[src/rtl/signal_delay_pkg.sv]
// Shared types and helpers for the signal delay line: FSM state encoding and delay clamp.
package signal_delay_pkg;

  typedef enum logic {
    FILL = 1'b0,
    RUN  = 1'b1
  } state_e;

  // Requested delays outside 1..max_d are pulled to the nearest legal value.
  function automatic int unsigned clamp_delay(input int unsigned req, input int unsigned max_d);
    int unsigned r;
    if (req == 32'd0) begin
      r = 32'd1;
    end else if (req > max_d) begin
      r = max_d;
    end else begin
      r = req;
    end
    return r;
  endfunction

endpackage

[src/rtl/signal_delay_ram.sv]
// Ring buffer storage for the delay line: synchronous write, combinational read by index.
module signal_delay_ram #(
  parameter  int WIDTH = 1,
  parameter  int DEPTH = 16,
  localparam int AW    = $clog2(DEPTH)
) (
  input  logic             clk,
  input  logic             we,
  input  logic [AW-1:0]    wr_addr,
  input  logic [WIDTH-1:0] wr_data,
  input  logic [AW-1:0]    rd_addr,
  output logic [WIDTH-1:0] rd_data
);

  logic [WIDTH-1:0] mem_q [DEPTH];

  // Storage write port.
  always_ff @(posedge clk) begin
    if (we) begin
      mem_q[wr_addr] <= wr_data;
    end
  end

  assign rd_data = mem_q[rd_addr];

endmodule

[src/rtl/signal_delay_line.sv]
// Programmable per-channel delay line with FILL/RUN masking.
// Define SIGNAL_DELAY_HALF_CYCLE_EN to add the optional falling-edge half-cycle output stage.
module signal_delay_line
  import signal_delay_pkg::*;
#(
  parameter  int WIDTH       = 1,
  parameter  int MAX_DELAY   = 16,
  parameter  int RESET_DELAY = 4,
  localparam int DW          = $clog2(MAX_DELAY + 1)
) (
  input  logic             clk,
  input  logic             rst,
  input  logic [WIDTH-1:0] signal_in,
  input  logic [DW-1:0]    delay,
  input  logic             half_en,
  input  logic             delay_load,
  output logic [WIDTH-1:0] signal_out,
  output logic             ready
);

  localparam int AW = $clog2(MAX_DELAY);
  localparam int SW = DW + 1;

  state_e           state_q, state_d;
  logic [AW-1:0]    wr_ptr_q, wr_ptr_d;
  logic [DW-1:0]    fill_cnt_q, fill_cnt_d;
  logic [DW-1:0]    d_q, d_d;
  logic             half_q, half_d;
  logic [WIDTH-1:0] out_q, out_d;
  logic             ready_q, ready_d;
  logic [SW-1:0]    rd_sum_s;
  logic [AW-1:0]    rd_idx_s;
  logic [WIDTH-1:0] rd_data_s;
  logic [WIDTH-1:0] raw_s;

  signal_delay_ram #(
    .WIDTH (WIDTH),
    .DEPTH (MAX_DELAY)
  ) u_ram (
    .clk     (clk),
    .we      (1'b1),
    .wr_addr (wr_ptr_q),
    .wr_data (signal_in),
    .rd_addr (rd_idx_s),
    .rd_data (rd_data_s)
  );

  // Read index and delayed sample; a delay of one forwards the word being written this edge.
  always_comb begin
    rd_sum_s = SW'(wr_ptr_q) + SW'(MAX_DELAY + 1) - SW'(d_q);
    if (rd_sum_s >= SW'(MAX_DELAY)) begin
      rd_idx_s = AW'(rd_sum_s - SW'(MAX_DELAY));
    end else begin
      rd_idx_s = AW'(rd_sum_s);
    end
    if (d_q == DW'(1)) begin
      raw_s = signal_in;
    end else begin
      raw_s = rd_data_s;
    end
  end

  // Next-state logic for pointer, committed setting, FILL/RUN control and masked outputs.
  always_comb begin
    state_d    = state_q;
    fill_cnt_d = fill_cnt_q;
    d_d        = d_q;
    half_d     = half_q;
    if (wr_ptr_q == AW'(MAX_DELAY - 1)) begin
      wr_ptr_d = '0;
    end else begin
      wr_ptr_d = wr_ptr_q + AW'(1);
    end
    if (delay_load) begin
      d_d        = DW'(clamp_delay(32'(delay), 32'(MAX_DELAY)));
`ifdef SIGNAL_DELAY_HALF_CYCLE_EN
      half_d     = half_en;
`else
      half_d     = 1'b0;
`endif
      fill_cnt_d = '0;
      state_d    = FILL;
    end else begin
      case (state_q)
        FILL: begin
          if ((fill_cnt_q + DW'(1)) >= (d_q - DW'(1))) begin
            state_d = RUN;
          end else begin
            fill_cnt_d = fill_cnt_q + DW'(1);
          end
        end
        RUN:     state_d = RUN;
        default: state_d = FILL;
      endcase
    end
    if (state_d == RUN) begin
      out_d   = raw_s;
      ready_d = 1'b1;
    end else begin
      out_d   = '0;
      ready_d = 1'b0;
    end
  end

  // Rising-edge state: control FSM, pointer, committed setting and registered outputs.
  always_ff @(posedge clk or posedge rst) begin
    if (rst) begin
      state_q    <= FILL;
      wr_ptr_q   <= '0;
      fill_cnt_q <= '0;
      d_q        <= DW'(RESET_DELAY);
      half_q     <= 1'b0;
      out_q      <= '0;
      ready_q    <= 1'b0;
    end else begin
      state_q    <= state_d;
      wr_ptr_q   <= wr_ptr_d;
      fill_cnt_q <= fill_cnt_d;
      d_q        <= d_d;
      half_q     <= half_d;
      out_q      <= out_d;
      ready_q    <= ready_d;
    end
  end

`ifdef SIGNAL_DELAY_HALF_CYCLE_EN
  logic [WIDTH-1:0] out_h_q;
  logic             ready_h_q;

  // Falling-edge retime so data and ready move together in half mode.
  always_ff @(negedge clk or posedge rst) begin
    if (rst) begin
      out_h_q   <= '0;
      ready_h_q <= 1'b0;
    end else begin
      out_h_q   <= out_q;
      ready_h_q <= ready_q;
    end
  end

  assign signal_out = half_q ? out_h_q : out_q;
  assign ready      = half_q ? ready_h_q : ready_q;
`else
  logic half_en_unused_s;
  assign half_en_unused_s = half_en;
  assign signal_out       = out_q;
  assign ready            = ready_q;
`endif

endmodule

[config.mk]
export PLATFORM = sky130hd
export DESIGN_NAME = signal_delay_line
export DESIGN_NICKNAME = d
export VERILOG_FILES = /design/src/rtl/signal_delay_pkg.sv /design/src/rtl/signal_delay_ram.sv /design/src/rtl/signal_delay_line.sv
export SDC_FILE = /design/constraint.sdc
export NUM_CORES = 1
export LEC_CHECK = 0
export CORE_MARGIN = 1.5
export CORE_UTILIZATION = 52
export CTS_CLUSTER_DIAMETER = 120
export DETAILED_ROUTE_END_ITERATION = 10
export GPL_TIMING_DRIVEN = 0
export PLACE_DENSITY = 0.81
export SYNTH_ARGS = -nofsm -noshare
export SYNTH_HDL_FRONTEND = slang
export SYNTH_SLANG_ARGS = --single-unit
[constraint.sdc]
create_clock -name clk -period 2.72 [get_ports clk]
set_input_delay 0.408 -clock clk [delete_from_list [all_inputs] [get_ports clk]]
set_output_delay 0.408 -clock clk [all_outputs]
set_load 0.01 [all_outputs]
==> key figures <==
Routing
  – Routed len/inst: 14.7 µm
  – DR iter-0 viols: 48
  – Final WL: 2.98 mm
  – Vias per cell: 5.45
  – Remaining antenna violation count: 0
  – Drt first pass iters: 4
  – Via Count: 1,106
  – Post-route DRC: 0

STA
  – Final setup violation count: 0
  – Max Clock Skew: 0.00708 ns
  – Minimum clock period: 2.60 ns
  – RSZ-0062 raised after global routing: false
  – Slew margin rel.: 58.4%
  – Worst-Margin Slew: 0.624 ns
  – Tcrit/Tclk final: 95.5%
  – Max Slew Vio Count: 0
  – Maximum clock frequency: 385 MHz
  – Final hold vios: 0

Min path
  – HP Class: in -> async

Worst setup path
  – Worst reg2reg path depth: 9
  – CP Max Fanout: 4
  – Critical Path AT: 2.82 ns
  – Setup CP Type: reg -> reg
  – Required @ worst endpoint: 2.94 ns
  – CP Launch Type: flop
  – Crit end category: flop

Layout
  – Share of cells above drive strength 1: 13.8%
  – Antenna Cells: 0
  – Area Growth Syn to Fin: 15.2%
  – Final #Nets: 185
  – Final instance area: 1980 µm²

Synthesis
  – Synth unique cells: 34
  – Yosys synthesis warning count: 0
  – Synth Instances: 137
  – Seq cells post-synth: 32
  – Post-Synthesis Cell Area: 1720 µm²
  – Mean area per synthesized cell: 12.5 µm²
  – Syn Nets: 164
  – Part of the Yosys area used for sequential elements: 51.3%

Run status
  – Outcome: finished clean

Clock network
  – CTS tree: built
  – Clk sink count: 32
  – Reg clk slew, reported paths: 0.09 ns
  – H-tree depth: 2
  – Worst skew pair latency: 0.32 ns
  – Num CTS Buffers: 5
  – Clock Path Buffers: 2
  – Hold Buf Count CTS: 0
  – CTS root buf: clkbuf_4

Floorplan
  – Die Width: 60.5 µm
  – Top Ports: 12
  – Area of the die: 3660 µm²
  – Chip height: 60.5 µm
  – Initial Util: 55.4%
  – Core footprint: 3100 µm²
  – # rows: 20

Placement
  – Post-place instance area: 1870 µm²
  – Port Buf Inserts: 10
  – Placer Congestion: 0.781
  – HPWL Detailed: 2.25 mm

Power and ir drop
  – Pwr dens: 584 nW/µm²
  – Power after layout: 1.16 mW
  – Max IR drop VDD: 349 µV
  – Leakage power: 0.843 nW

GRT
  – GRT Resource Usage Total: 18.6%
  – Grt total ovfl: 0
  – Pin count of the biggest net entering global routing: 18
  – First-pass GRT wire length: 4.76 mm
  – Initial antenna violation count: 0
  – Vias in the first global route: 1,073

Flow run
  – Max cap viols: 0
[synth_stat cells, drive strengths merged]
cell,instances,area share [%]
mux2i,2,1.2
a211oi,1,0.44
mux2,1,0.65
a21o,1,0.44
nor4b,1,0.51
clkbuf,3,0.65
o22ai,1,0.36
and3,4,1.5
xor2,6,3.1
nand3,3,0.87
a31oi,1,0.36
and3b,1,0.51
nor3b,1,0.44
mux4,5,6.8
or3,2,0.73
o211ai,1,0.44
a22o,1,0.51
inv,9,2.0
nor2b,5,1.8
dfrtp,15,22
fa,1,1.2
xnor2,6,3.1
nor3,2,0.58
a21oi,2,0.58
and2,10,3.6
ha,16,12
dfstp,1,1.5
nand2b,1,0.36
nor2,6,1.3
o21ai,8,2.3
edfxtp,16,28
nand2,4,0.87
[per-stage QoR]
| step | hold WS [ns] | instances | util (%) | TNS [ns] | setup WS [ns] |
|---|---|---|---|---|---|
| 2_1_floorplan | 0.321 | 137 | - | 0 | 0.176 |
| 3_3_place_gp | 0.508 | 191 | 60.4 | 0 | 0.00225 |
| 3_5_place_dp | 0.521 | 191 | 60.4 | -0.00781 | -0.00781 |
| 4_1_cts | 0.472 | 199 | 62.4 | 0 | 0.00697 |
| 5_1_grt | 0.491 | 203 | 63.8 | 0 | 0.00286 |
| 6_report | 0.459 | 203 | 63.8 | 0 | 0.121 |
[critical path, stage by stage (launching register included)]
cell     delay, ns
dfrtp_1       0.39
inv_2         0.05
ha_1          0.27
inv_1         0.04
ha_2          0.17
fa_2          0.58
mux4_2        0.31
mux4_2        0.48
mux2i_1       0.13
nor2b_1       0.06
[layer usage]
layer / up-vias / routed length, µm / GRT usage (%)
met5: - / 0 / 0
met4: 0 / 38 / 6.52
met3: 4 / 184 / 7.68
met2: 43 / 1480 / 31.2
met1: 529 / 1280 / 21.6
li1: 530 / - / -
[report_power, final]
part | leakage, nW | switching (mW) | internal [mW]
Combinational | 0.457 | 0.155 | 0.160
Clock | 0.0326 | 0.143 | 0.127
Sequential | 0.353 | 0.0302 | 0.542
[sequential cells by signal, summed over array words and instances, names as in the netlist]
register	cells
u_ram.mem_q	16
ready	1
fill_cnt_q	5
wr_ptr_q	4
d_q	5
signal_out	1
[layout make-up]
cell class	count	area (µm²)
timing repair buffer	14	130
multi-input combinational	93	810
tap	44	55.1
clock buffer	8	58.8
sequential	32	882
inverter	9	33.8
buffer	3	11.3
fill	239	1120
[layout by cell type (no fill, tap or decap), types with 2 or more instances in the layout]
cell and n:
nand3_1 3, clkbuf_4 5, and2_1 10, nand2_1 4, ha_1 14, o21ai_0 7
and3_1 4, nor3_1 2, xnor2_1 6, mux2i_1 2, dfrtp_1 15, clkdlybuf4s50_1 10
mux4_2 5, nor2b_1 5, clkbuf_1 5, edfxtp_1 16, nor2_1 6, or3_1 2
buf_4 4, xor2_1 6, a21oi_1 2, inv_1 8
[cells by family after synthesis]
family          count (synthesis)  synth area share [%]
simple gates                   40                  13.1
flops                          32                  51.3
fa+ha+maj                      17                  12.8
compound gates                 16                  5.46
xor+xnor                       12                  6.11
buf+inv                        12                  2.62
mux                             8                  8.59
[final timing paths]
kind / start / endpoint / slack [ns]
hold reg to reg: wr_ptr_q[0] / wr_ptr_q[0] / 0.54
setup reg to reg: wr_ptr_q[1] / signal_out / 0.12
setup / recovery: wr_ptr_q[1] / signal_out / 0.12
min in group clk: wr_ptr_q[0] / wr_ptr_q[0] / 0.54
hold / removal: rst / fill_cnt_q[4] / 0.46
max in group asynchronous: rst / wr_ptr_q[2] / 1.85
[repair_timing]
item,in CTS,in global routing
resized for setup,1,5
buffers inserted,0,4
cloned,0,0
pin swaps,0,1
endpoints found under the hold margin,0,0
setup endpoints to repair,1,1
(Power assumes the default switching activity.)
